$ cat src/rtl/udp_rx_pkg.sv
// -----------------------------------------------------------------------------
// udp_rx_pkg
// Shared types and protocol constants for the UDP/IPv4 receive parser.
//   state_t    : parser FSM states
//   constants  : preamble/SFD bytes, EtherType, IP protocol, header lengths
//   ones_add   : 16-bit ones'-complement addition (end-around carry)
// -----------------------------------------------------------------------------
package udp_rx_pkg;

    typedef enum logic [2:0] {
        IDLE,
        PREAMBLE,
        ETH_HEAD,
        IP_HEAD,
        UDP_HEAD,
        DATA,
        DROP
    } state_t;

    localparam logic [7:0]  PREAMBLE_BYTE = 8'h55;
    localparam logic [7:0]  SFD_BYTE      = 8'hD5;
    localparam logic [15:0] ETH_TYPE_IPV4 = 16'h0800;
    localparam logic [7:0]  IP_PROTO_UDP  = 8'd17;
    localparam int          ETH_HEAD_LEN  = 14;
    localparam int          UDP_HEAD_LEN  = 8;
    localparam int          PREAMBLE_LEN  = 7;

    // The folded sum never carries a second time: when the carry is set the
    // low 16 bits are at most 16'hFFFE.
    function automatic logic [15:0] ones_add(input logic [15:0] a, input logic [15:0] b);
        logic [16:0] s;
        s = {1'b0, a} + {1'b0, b};
        return s[15:0] + {15'd0, s[16]};
    endfunction

endpackage

$ cat src/rtl/rx_byte_assembler.sv
// -----------------------------------------------------------------------------
// rx_byte_assembler
// Turns the MAC receive beat stream into bytes.
//   IN_W = 4 : nibbles paired low-then-high, byte_valid on the high nibble
//   IN_W = 8 : beats pass straight through
// byte_data/byte_valid are combinational so the parser registers its outputs
// exactly one cycle after the completing beat.
// Ports:
//   clk, rst_n          clock, asynchronous active-low reset
//   rxdv, rx_data       receive data valid and beat
//   byte_data           assembled byte
//   byte_valid          byte_data holds a complete byte this cycle
// -----------------------------------------------------------------------------
module rx_byte_assembler #(
    parameter int IN_W = 4
) (
    input  logic            clk,
    input  logic            rst_n,
    input  logic            rxdv,
    input  logic [IN_W-1:0] rx_data,
    output logic [7:0]      byte_data,
    output logic            byte_valid
);

    generate
        if (IN_W == 8) begin : g_byte
            assign byte_data  = rx_data;
            assign byte_valid = rxdv;
        end else begin : g_nibble
            logic       phase;
            logic [3:0] lo_nib;

            // phase restarts on every rxdv-low gap so a frame always begins
            // with its low nibble
            always_ff @(posedge clk or negedge rst_n) begin
                if (!rst_n) begin
                    phase  <= 1'b0;
                    lo_nib <= 4'd0;
                end else if (!rxdv) begin
                    phase  <= 1'b0;
                end else begin
                    phase <= ~phase;
                    if (!phase) begin
                        lo_nib <= rx_data;
                    end
                end
            end

            assign byte_data  = {rx_data, lo_nib};
            assign byte_valid = rxdv & phase;
        end
    endgenerate

endmodule

$ cat src/rtl/udp_rx_parser.sv
// -----------------------------------------------------------------------------
// udp_rx_parser
// Receive-side UDP/IPv4 frame parser. Checks preamble/SFD, Ethernet, IPv4 and
// UDP headers and delivers the UDP payload as big-endian OUT_W-bit words.
// Ports:
//   sys_clk, sys_rst_n   clock, asynchronous active-low reset
//   eth_rxdv, eth_rx_data  MAC receive stream (IN_W-bit beats)
//   rec_data_en          one-cycle strobe, rec_data valid
//   rec_data             payload word, first byte in the MSBs
//   rec_end              strobe with the frame's last rec_data_en
//   rec_data_num         payload byte count, updated with rec_end
//   rec_src_ip           sender IP, updated with rec_end
//   rec_src_port         sender UDP port, updated with rec_end
//   rec_err              strobe: rxdv lost while payload was arriving
// -----------------------------------------------------------------------------
module udp_rx_parser
    import udp_rx_pkg::*;
#(
    parameter int          IN_W            = 4,
    parameter int          OUT_W           = 32,
    parameter logic [47:0] BOARD_MAC       = 48'h12_34_56_78_9A_BC,
    parameter logic [31:0] BOARD_IP        = {8'd169, 8'd254, 8'd1, 8'd23},
    parameter logic [15:0] BOARD_PORT      = 16'd1234,
    parameter bit          PORT_FILTER_EN  = 1'b1,
    parameter bit          ENABLE_CHECKSUM = 1'b0
) (
    input  logic             sys_clk,
    input  logic             sys_rst_n,
    input  logic             eth_rxdv,
    input  logic [IN_W-1:0]  eth_rx_data,
    output logic             rec_data_en,
    output logic [OUT_W-1:0] rec_data,
    output logic             rec_end,
    output logic [15:0]      rec_data_num,
    output logic [31:0]      rec_src_ip,
    output logic [15:0]      rec_src_port,
    output logic             rec_err
);

    localparam int BPW = OUT_W / 8;

    logic [7:0]       byte_data;
    logic             byte_valid;
    state_t           state, state_n;
    logic [15:0]      cnt;
    logic [7:0]       prev_byte;
    logic [47:0]      mac;
    logic [3:0]       ihl;
    logic [15:0]      total_len;
    logic [7:0]       proto;
    logic [31:0]      src_ip, dst_ip;
    logic [15:0]      csum;
    logic [15:0]      src_port, dst_port, udp_len, payload_len, pcnt;
    logic [2:0]       bcnt;
    logic [OUT_W-1:0] word_sr;

    logic             emit, emit_end, abort, zero_len;

    rx_byte_assembler #(.IN_W(IN_W)) u_byte_asm (
        .clk        (sys_clk),
        .rst_n      (sys_rst_n),
        .rxdv       (eth_rxdv),
        .rx_data    (eth_rx_data),
        .byte_data  (byte_data),
        .byte_valid (byte_valid)
    );

    // Header field helpers: each 16-bit field completes on its odd byte as
    // {previous byte, current byte}.
    logic [15:0]      pair, hdr_bytes, csum_n, pcnt_n;
    logic [31:0]      dst_ip_n;
    logic             ip_last, mac_ok, ip_ok, port_ok, data_last, word_full;
    logic [OUT_W-1:0] word_n, justified;
    logic [5:0]       shamt;

    assign pair      = {prev_byte, byte_data};
    assign hdr_bytes = {10'd0, ihl, 2'b00};
    assign ip_last   = (cnt == hdr_bytes - 16'd1);
    assign csum_n    = cnt[0] ? ones_add(csum, pair) : csum;
    assign dst_ip_n  = (cnt >= 16'd16 && cnt <= 16'd19) ? {dst_ip[23:0], byte_data} : dst_ip;
    assign mac_ok    = (mac == BOARD_MAC) || (mac == 48'hFFFF_FFFF_FFFF);
    assign ip_ok     = (proto == IP_PROTO_UDP) && (dst_ip_n == BOARD_IP)
                    && (!ENABLE_CHECKSUM || csum_n == 16'hFFFF)
                    && (total_len >= hdr_bytes + 16'(UDP_HEAD_LEN));
    assign port_ok   = !PORT_FILTER_EN || (dst_port == BOARD_PORT);

    assign pcnt_n    = pcnt + 16'd1;
    assign data_last = (pcnt_n == payload_len);
    assign word_full = (bcnt == 3'(BPW - 1));
    assign word_n    = (word_sr << 8) | OUT_W'(byte_data);
    // a short final word is left-justified; a full word shifts by zero
    assign shamt     = {3'(BPW - 1) - bcnt, 3'b000};
    assign justified = word_n << shamt;

    always_ff @(posedge sys_clk or negedge sys_rst_n) begin
        if (!sys_rst_n) begin
            state <= IDLE;
        end else begin
            state <= state_n;
        end
    end

    always_comb begin
        state_n  = state;
        emit     = 1'b0;
        emit_end = 1'b0;
        abort    = 1'b0;
        zero_len = 1'b0;
        if (!eth_rxdv) begin
            state_n = IDLE;
            abort   = (state == DATA);
        end else if (byte_valid) begin
            case (state)
                IDLE: begin
                    state_n = (byte_data == PREAMBLE_BYTE) ? PREAMBLE : DROP;
                end
                PREAMBLE: begin
                    // the first 0x55 was consumed in IDLE
                    if (cnt < 16'(PREAMBLE_LEN - 1)) begin
                        if (byte_data != PREAMBLE_BYTE) state_n = DROP;
                    end else begin
                        state_n = (byte_data == SFD_BYTE) ? ETH_HEAD : DROP;
                    end
                end
                ETH_HEAD: begin
                    if (cnt == 16'(ETH_HEAD_LEN - 1)) begin
                        state_n = (mac_ok && pair == ETH_TYPE_IPV4) ? IP_HEAD : DROP;
                    end
                end
                IP_HEAD: begin
                    if (cnt == 16'd0) begin
                        if (byte_data[7:4] != 4'd4 || byte_data[3:0] < 4'd5) state_n = DROP;
                    end else if (ip_last) begin
                        state_n = ip_ok ? UDP_HEAD : DROP;
                    end
                end
                UDP_HEAD: begin
                    if (cnt == 16'(UDP_HEAD_LEN - 1)) begin
                        if (!port_ok || udp_len < 16'(UDP_HEAD_LEN)) begin
                            state_n = DROP;
                        end else if (udp_len == 16'(UDP_HEAD_LEN)) begin
                            emit     = 1'b1;
                            emit_end = 1'b1;
                            zero_len = 1'b1;
                            state_n  = DROP;
                        end else begin
                            state_n = DATA;
                        end
                    end
                end
                DATA: begin
                    emit     = word_full || data_last;
                    emit_end = data_last;
                    if (data_last) state_n = DROP;
                end
                default: state_n = DROP;
            endcase
        end
    end

    always_ff @(posedge sys_clk or negedge sys_rst_n) begin
        if (!sys_rst_n) begin
            cnt          <= '0;
            prev_byte    <= '0;
            mac          <= '0;
            ihl          <= '0;
            total_len    <= '0;
            proto        <= '0;
            src_ip       <= '0;
            dst_ip       <= '0;
            csum         <= '0;
            src_port     <= '0;
            dst_port     <= '0;
            udp_len      <= '0;
            payload_len  <= '0;
            pcnt         <= '0;
            bcnt         <= '0;
            word_sr      <= '0;
            rec_data_en  <= 1'b0;
            rec_end      <= 1'b0;
            rec_err      <= 1'b0;
            rec_data     <= '0;
            rec_data_num <= '0;
            rec_src_ip   <= '0;
            rec_src_port <= '0;
        end else begin
            rec_data_en <= emit;
            rec_end     <= emit_end;
            rec_err     <= abort;

            // cnt is the byte index within the current header section
            if (state_n != state) begin
                cnt <= '0;
            end else if (byte_valid) begin
                cnt <= cnt + 16'd1;
            end

            if (byte_valid) begin
                prev_byte <= byte_data;
                case (state)
                    ETH_HEAD: begin
                        if (cnt < 16'd6) mac <= {mac[39:0], byte_data};
                    end
                    IP_HEAD: begin
                        csum   <= (cnt == 16'd0) ? 16'd0 : csum_n;
                        dst_ip <= dst_ip_n;
                        if (cnt == 16'd0) ihl       <= byte_data[3:0];
                        if (cnt == 16'd3) total_len <= pair;
                        if (cnt == 16'd9) proto     <= byte_data;
                        if (cnt >= 16'd12 && cnt <= 16'd15) src_ip <= {src_ip[23:0], byte_data};
                    end
                    UDP_HEAD: begin
                        if (cnt == 16'd1) src_port <= pair;
                        if (cnt == 16'd3) dst_port <= pair;
                        if (cnt == 16'd5) udp_len  <= pair;
                        if (cnt == 16'd7) begin
                            payload_len <= udp_len - 16'(UDP_HEAD_LEN);
                            pcnt        <= '0;
                            bcnt        <= '0;
                            word_sr     <= '0;
                        end
                    end
                    DATA: begin
                        pcnt <= pcnt_n;
                        if (emit) begin
                            word_sr <= '0;
                            bcnt    <= '0;
                        end else begin
                            word_sr <= word_n;
                            bcnt    <= bcnt + 3'd1;
                        end
                    end
                    default: ;
                endcase
            end

            // output registers
            if (emit) begin
                rec_data <= zero_len ? '0 : justified;
            end
            if (emit_end) begin
                rec_data_num <= zero_len ? 16'd0 : payload_len;
                rec_src_ip   <= src_ip;
                rec_src_port <= src_port;
            end
        end
    end

endmodule

$ cat config.mk
export PLATFORM = sky130hd
export DESIGN_NAME = udp_rx_parser
export DESIGN_NICKNAME = d
export VERILOG_FILES = /design/src/rtl/udp_rx_pkg.sv /design/src/rtl/rx_byte_assembler.sv /design/src/rtl/udp_rx_parser.sv
export SDC_FILE = /design/constraint.sdc
export NUM_CORES = 1
export LEC_CHECK = 0
export BUFFER_PORTS_ARGS = -buffer_cell sky130_fd_sc_hd__buf_2
export CAP_MARGIN = 20
export CELL_PAD_IN_SITES_DETAIL_PLACEMENT = 0
export CELL_PAD_IN_SITES_GLOBAL_PLACEMENT = 1
export CORE_UTILIZATION = 40
export DETAILED_ROUTE_END_ITERATION = 6
export GPL_TIMING_DRIVEN = 0
export PLACE_DENSITY_LB_ADDON = 0.08
export RECOVER_POWER = 100
export SLEW_MARGIN = 20
export SYNTH_ARGS = -nofsm -noshare
export SYNTH_HDL_FRONTEND = slang
export SYNTH_SLANG_ARGS = --single-unit
$ cat constraint.sdc
create_clock -name sys_clk -period 3.8 [get_ports sys_clk]
set_input_delay 0.57 -clock sys_clk [delete_from_list [all_inputs] [get_ports sys_clk]]
set_output_delay 0.57 -clock sys_clk [all_outputs]
set_load 0.01 [all_outputs]
==> flow_metrics.py, run 1 <==
metrics = {
    "run_status": {
        "status": "complete, but fails checks",
        "violations": "max-capacitance violations, max-slew violations",
    },
    "yosys": {
        "avgSynthCellArea_um2": 12.3,
        "syn_area_um2": 16800,
        "synthFlopType": "dfrtp_1",
        "postSynthCellCount": 1370,
        "yosys-top-cells-area": "dfrtp_1, mux2_2, nand2_1, o21ai_0, a22o_1",
        "ys_seq_area_frac": 0.562,
        "synthTopCellsByCount": "dfrtp_1, mux2_2, nand2_1",
        "synth-seq-cells": 378,
        "ys_async_sr_fraction": 1.00,
        "synth.distinct_cells": 66,
        "synth_edf_count": 0,
        "synth_nets": 1392,
        "synth.most_common_cell": "dfrtp_1",
        "synth_top_cell_by_area": "dfrtp_1",
        "yosysTopAreaCellShare": 0.562,
        "synth.yosys.warnings": 0,
    },
    "place": {
        "dp.cells": 2009,
        "hpwl_um": 30100,
        "port_buffers": 103,
        "gp_congestion": 0.824,
    },
    "cells_and_area": {
        "instances_no_fill": 2091,
        "syn_to_final_growth_pct": 15.6,
        "final_layout_size_suffix_gt1_frac": 0.237,
        "layout.nets": 1546,
        "fin_util": 0.472,
    },
    "pwr": {
        "switching_power_mw": 2.17,
        "seqPwrFrac": 0.479,
        "switching_share": 0.239,
        "clock_power_share": 0.467,
        "vdd_ir_drop_max_uv": 326,
        "p_int_mw": 6.88,
        "p_comb_frac": 0.054,
        "power_density_nw_per_um2": 465,
        "p_leak_nw": 9.00,
    },
    "worst_setup_path": {
        "required_ns": 4.26,
        "arrival_ns": 4.05,
        "criticalPathCategory": "reg -> reg",
        "endpoint_kind": "flip-flop",
        "cp_max_fo": 10,
        "cp-start-kind": "flip-flop",
    },
    "sta": {
        "setup_tns_ns": 0,
        "slew_viol_final": 27,
        "relSlewSlack": -0.221,
        "setup_viol": 0,
        "finalCritPeriodShare": 0.947,
        "fin_skew_ns": 0.0147,
        "period_minus_slack_ns": 3.60,
        "fmax_ghz": 0.278,
        "whs_ns": 0.333,
        "worst_slew_pin_slew_ns": 1.83,
        "hold_violations": 0,
        "grt_setup_unrepaired": "no",
    },
    "clocking": {
        "path_clk_slew_ns": 0.06,
        "cts_sinks": 378,
        "h-tree-depth": 2,
        "clock-root-buffer": "clkbuf_16",
        "worstSkewPairLatency_ns": 0.57,
        "cts_buffer_depth": 3,
        "cts_buffers": 43,
        "cts_tree": "built",
    },
    "route": {
        "num_vias": 11400,
        "ant_nets": 0,
        "wl_um": 44100,
        "drt-pass1-iter-count": 4,
        "via_per_inst": 5.44,
        "routedWlPerCell_um": 21.1,
        "drc": 0,
        "drt-initial-drc-count": 657,
    },
    "floorplan": {
        "die_area_um2": 42900,
        "die_w_um": 207,
        "chipHeight_um": 207,
        "io_pins": 106,
        "start_util": 0.409,
        "coreArea_um2": 41200,
        "rows": 74,
    },
    "global_route": {
        "grt_antenna_before_repair": 0,
        "grt_overflow_total": 0,
        "grt.total_usage": 0.209,
        "grt_max_degree": 97,
        "grt_pass1_vias": 11500,
        "grt_first_pass_wirelength_um": 69700,
    },
    "job": {
        "maxCapViolations": 1,
    },
    "min_path": {
        "hp-class": "in -> reg",
    },
}
## power by group through the flow
stage               Combinational, mW  Sequential, mW  Clock, mW
finish                          0.489            4.34       4.22
global route                    0.550            4.36       4.50
CTS                             0.514            4.34       4.35
detailed placement              0.511            4.41          0
global placement                0.488            4.41          0
floorplan                       0.279            4.34          0
## state kept, by name, summed over array words and instances, names as in the netlist, 24 cells and up
name        cells
word_sr        24
rec_data       32
rec_src_ip     32
mac            48
dst_ip         32
src_ip         32
## kinds of logic (layout without fill, tap and decap cells)
| kind of cell | Yosys count | after routing | synth area share |
|---|---|---|---|
| compound gates | 192 | 192 | 0.0795 |
| xor+xnor | 49 | 49 | 0.0255 |
| fa+ha+maj | 15 | 15 | 0.0111 |
| buf+inv | 101 | 289 | 0.0244 |
| flops | 378 | 378 | 0.562 |
| mux | 265 | 265 | 0.176 |
| other cells | 0 | 1 | 0 |
| simple gates | 370 | 370 | 0.122 |
## final timing paths
check | to | cells past startpoint | slack [ns] | start
max | cnt[11]$_DFFE_PN0P_ | 10 | 0.20 | u_byte_asm.g_nibble.lo_nib[0]$_DFFE_PN0P_
min | state[2]$_DFF_PN0_ | 2 | 0.33 | eth_rxdv
max reg2reg | cnt[11]$_DFFE_PN0P_ | 10 | 0.20 | u_byte_asm.g_nibble.lo_nib[0]$_DFFE_PN0P_
min reg2reg | rec_data_num[12]$_DFFE_PN0P_ | 2 | 0.48 | rec_data_num[12]$_DFFE_PN0P_
max in group asynchronous | rec_src_ip[11]$_DFFE_PN0P_ | 4 | 0.72 | sys_rst_n
min in group asynchronous | rec_data[23]$_DFFE_PN0P_ | 2 | 1.05 | sys_rst_n
## routing by layer
layer	part of all wire	GRT usage	vias up	wire length [um]
met2	0.47	0.329	200	20800
li1	-	-	5307	-
met1	0.48	0.303	5824	21000
met4	0.020	0.0602	0	867
met3	0.034	0.0279	53	1520
met5	0	0	-	0
## cells in the final DEF, fill, tap and decap left out, types with 5 or more instances in the layout
cell / count
ha_1: 15
clkbuf_8: 13
mux2i_1: 19
o2bb2ai_1: 24
nor4_2: 6
a22o_1: 35
nor2_1: 38
or4_1: 7
nand2b_1: 6
dfrtp_1: 378
mux2_2: 246
xnor2_1: 33
o21ai_0: 64
a22oi_1: 9
nor3_1: 20
xor2_1: 16
nor3b_1: 5
nand4b_1: 7
inv_1: 18
clkbuf_1: 168
clkinv_2: 7
clkbuf_16: 44
nand4_1: 29
nor4_1: 36
o31ai_1: 12
clkbuf_2: 9
and3_1: 11
a21oi_1: 16
or2_2: 5
nor2b_1: 9
buf_2: 9
nand3_1: 24
nand2_1: 131
buf_6: 5
## timing repair
action | CTS | global route
hold endpoints to repair | 26 | 0
setup endpoints to repair | 110 | 107
pin swaps | 1 | 0
buffers inserted | 2 | 0
gates resized for setup | 5 | 21
hold buffers | 1 | 0
## critical path, cell delays in order, from the launching register on
cell and delay [ns]:
dfrtp_1 0.36, clkbuf_1 0.42, nand4bb_1 0.34, or4_1 0.56, or4_4 0.53, nor2_1 0.11, nor2_1 0.05, nor3_1 0.33
o221ai_2 0.29, buf_6 0.24, nor4_1 0.27
## final cells by class
| class | count | area, um2 |
|---|---|---|
| clock inverters | 16 | 160 |
| well taps | 532 | 666 |
| repair buffers | 110 | 489 |
| diodes | 1 | 2.50 |
| inverters | 19 | 71.3 |
| flip-flops and latches | 378 | 9460 |
| fillers | 3842 | 21700 |
| plain buffers | 81 | 345 |
| multi-input cells | 891 | 6960 |
| clock buffers | 63 | 1300 |
## per-stage QoR
stage / power [mW] / instance area (um2) / worst slack (ns)
floorplan: 4.62 / 16800 / 0.732
global placement: 4.90 / 18000 / -5.47
detailed placement: 4.92 / 18100 / -0.340
CTS: 9.20 / 19600 / 0.0149
global route: 9.41 / 19500 / 0.0262
finish: 9.05 / 19500 / 0.201
(Power assumes the default switching activity.)
==> inputs of run 2 (changes only) <==
- SYNTH_HIERARCHICAL: not set -> 1
- clock period: 3.8 -> 3.3 ns (I/O delays scaled with it)
==> run 2 against run 1 <==
The flow still finishes with violations (max-capacitance violations, max-slew violations); synthesized cell count is 2.4% higher; fmax rose by 13%; final cell count grew 4.1%; via count rose by 0.77%; design area rose by 3.5%; sequential cell count did not move; global-route usage down 0.60 points; count of clock-buffer cells in the layout rose by 2; critical endpoint is now rec_data_num[8]$_DFFE_PN0P_; largest power group unchanged.
==> flow_metrics.py, run 2 <==
metrics = {
    "run_status": {
        "status": "complete, but fails checks",
        "violations": "max-capacitance violations, max-slew violations",
    },
    "pwr": {
        "switching_share": 0.242,
        "power_mw": 10.7,
        "power_density_nw_per_um2": 531,
        "p_leak_nw": 9.55,
        "switching_power_mw": 2.59,
        "clock_power_share": 0.466,
        "seqPwrFrac": 0.468,
        "p_int_mw": 8.12,
        "vdd_ir_drop_max_uv": 378,
        "p_comb_frac": 0.065,
    },
    "min_path": {
        "hp-class": "in -> reg",
    },
    "clocking": {
        "cts_buffer_depth": 3,
        "h-tree-depth": 2,
        "path_clk_slew_ns": 0.06,
        "clock-root-buffer": "clkbuf_16",
        "worstSkewPairLatency_ns": 0.58,
        "cts_buffers": 43,
        "cts_tree": "built",
        "cts_sinks": 378,
    },
    "yosys": {
        "synthFlopType": "dfrtp_1",
        "avgSynthCellArea_um2": 12.3,
        "synthTopCellsByCount": "dfrtp_1, mux2_2, nor2_1",
        "syn_area_um2": 17300,
        "synth_edf_count": 0,
        "synth_top_cell_by_area": "dfrtp_1",
        "yosysTopAreaCellShare": 0.547,
        "ys_seq_area_frac": 0.547,
        "synth_nets": 1425,
        "synth-seq-cells": 378,
        "postSynthCellCount": 1403,
        "yosys-top-cells-area": "dfrtp_1, mux2_2, nor2_1, o21ai_0, nand2_1",
        "synth.most_common_cell": "dfrtp_1",
        "synth.yosys.warnings": 6,
        "synth.distinct_cells": 77,
        "ys_async_sr_fraction": 1.00,
    },
    "sta": {
        "relSlewSlack": -0.305,
        "setup_viol": 0,
        "worst_slew_pin_slew_ns": 1.96,
        "slew_viol_final": 33,
        "setup_tns_ns": 0,
        "hold_violations": 0,
        "whs_ns": 0.157,
        "fmax_ghz": 0.315,
        "period_minus_slack_ns": 3.17,
        "fin_skew_ns": 0.0189,
        "finalCritPeriodShare": 0.961,
    },
    "worst_setup_path": {
        "endpoint_kind": "flip-flop",
        "arrival_ns": 3.62,
        "cp_max_fo": 10,
        "cp-start-kind": "flip-flop",
        "required_ns": 3.75,
        "criticalPathCategory": "reg -> reg",
    },
    "floorplan": {
        "coreArea_um2": 42300,
        "chipHeight_um": 210,
        "die_area_um2": 44100,
        "io_pins": 106,
        "rows": 75,
        "die_w_um": 210,
        "start_util": 0.408,
    },
    "cells_and_area": {
        "most-common-layout-cells": "dfrtp_1, mux2_2, clkbuf_1",
        "largest-register": "mac",
        "fin_util": 0.476,
        "largest_register_ffs": 48,
        "insertedDiodeCount": 0,
        "final_common_cell": "dfrtp_1",
        "instances_no_fill": 2176,
        "layout.nets": 1588,
        "final_layout_size_suffix_gt1_frac": 0.270,
        "syn_to_final_growth_pct": 16.5,
        "nFillCells": 3975,
    },
    "route": {
        "wl_um": 43900,
        "routedWlPerCell_um": 20.2,
        "drt-pass1-iter-count": 4,
        "drc": 0,
        "via_per_inst": 5.27,
        "ant_nets": 0,
        "drt-initial-drc-count": 687,
        "num_vias": 11500,
    },
    "global_route": {
        "grt_overflow_total": 0,
        "grt_antenna_before_repair": 0,
        "grt.total_usage": 0.203,
        "grt_first_pass_wirelength_um": 69200,
        "grt_max_degree": 98,
        "grt_pass1_vias": 11600,
    },
    "job": {
        "maxCapViolations": 1,
    },
    "place": {
        "gp_congestion": 0.807,
        "port_buffers": 105,
        "hpwl_um": 30400,
        "dp.cells": 2089,
    },
}
## run 2: per-layer routing
| layer | routed length, um | part of all wire | global-route usage | vias up |
|---|---|---|---|---|
| li1 | - | - | - | 5395 |
| met1 | 21500 | 0.49 | 0.293 | 5852 |
| met2 | 20200 | 0.46 | 0.316 | 182 |
| met3 | 1520 | 0.035 | 0.0371 | 43 |
| met4 | 768 | 0.017 | 0.0491 | 0 |
| met5 | 0 | 0 | 0 | - |
## run 2: layout make-up
cell class / count / area, um2 / share of cell area
clock inverter: 13 / 209 / 0.0104
clock buffer: 65 / 1290 / 0.0640
buffer: 82 / 409 / 0.0203
multi-input combinational: 901 / 7340 / 0.364
timing repair buffer: 119 / 559 / 0.0278
tap: 577 / 722 / 0.0358
sequential: 378 / 9460 / 0.470
inverter: 41 / 154 / 0.00764
## run 2: worst max-delay path: stages (launching register included)
cell and delay, ns:
dfrtp_2 0.47, ha_4 0.21, and4_1 0.19, buf_2 0.16
xnor2_1 0.13, o41ai_1 0.69, nand4_1 0.49, a21oi_4 0.37
buf_2 0.25, o21ai_0 0.09
## run 2: final timing paths
| path | startpoint | end | slack (ns) | cells after the start |
|---|---|---|---|---|
| max in group asynchronous | sys_rst_n | proto[6]$_DFFE_PN0P_ | 0.58 | 3 |
| min in group asynchronous | sys_rst_n | rec_src_ip[18]$_DFFE_PN0P_ | 1.01 | 2 |
| worst min register to register | rec_data[27]$_DFFE_PN0P_ | rec_data[27]$_DFFE_PN0P_ | 0.49 | 1 |
| worst max-delay path | pcnt[0]$_DFFE_PN0P_ | rec_data_num[8]$_DFFE_PN0P_ | 0.13 | 9 |
| worst max register to register | pcnt[0]$_DFFE_PN0P_ | rec_data_num[8]$_DFFE_PN0P_ | 0.13 | 9 |
| worst min-delay path | eth_rx_data[2] | u_byte_asm/g_nibble.lo_nib[2]$_DFFE_PN0P_ | 0.16 | 2 |
## run 2: stage by stage
step / area (um2) / setup WS (ns)
2_1_floorplan: 17300 / 0.397
3_3_place_gp: 18500 / -5.96
3_5_place_dp: 18700 / -0.450
4_1_cts: 20200 / 0.00159
5_1_grt: 20100 / -0.0192
6_report: 20100 / 0.127
## run 2: logic make-up (layout without fill, tap and decap cells)
family | count (synthesis) | count (layout) | synth area share
compound gates | 161 | 161 | 0.0649
xor+xnor | 55 | 55 | 0.0287
fa+ha+maj | 15 | 15 | 0.0109
buf+inv | 124 | 320 | 0.0324
flops | 378 | 378 | 0.547
mux | 307 | 307 | 0.199
simple gates | 363 | 363 | 0.117
## run 2: power by group through the flow
stage / Combinational, mW / Sequential, mW / Clock (mW)
2_1_floorplan: 0.435 / 4.99 / 0
3_5_place_dp: 0.704 / 5.09 / 0
3_3_place_gp: 0.679 / 5.09 / 0
6_report: 0.701 / 5.01 / 4.99
4_1_cts: 0.718 / 5.01 / 5.15
5_1_grt: 0.777 / 5.04 / 5.32
## run 2: what timing repair did
item,4_1_cts,5_1_grt
buffers inserted,4,4
hold buffers,1,0
resized for setup,12,11
gates cloned,0,1
endpoints found under the hold margin,30,0
setup endpoints to repair,188,177
pin swaps,2,4
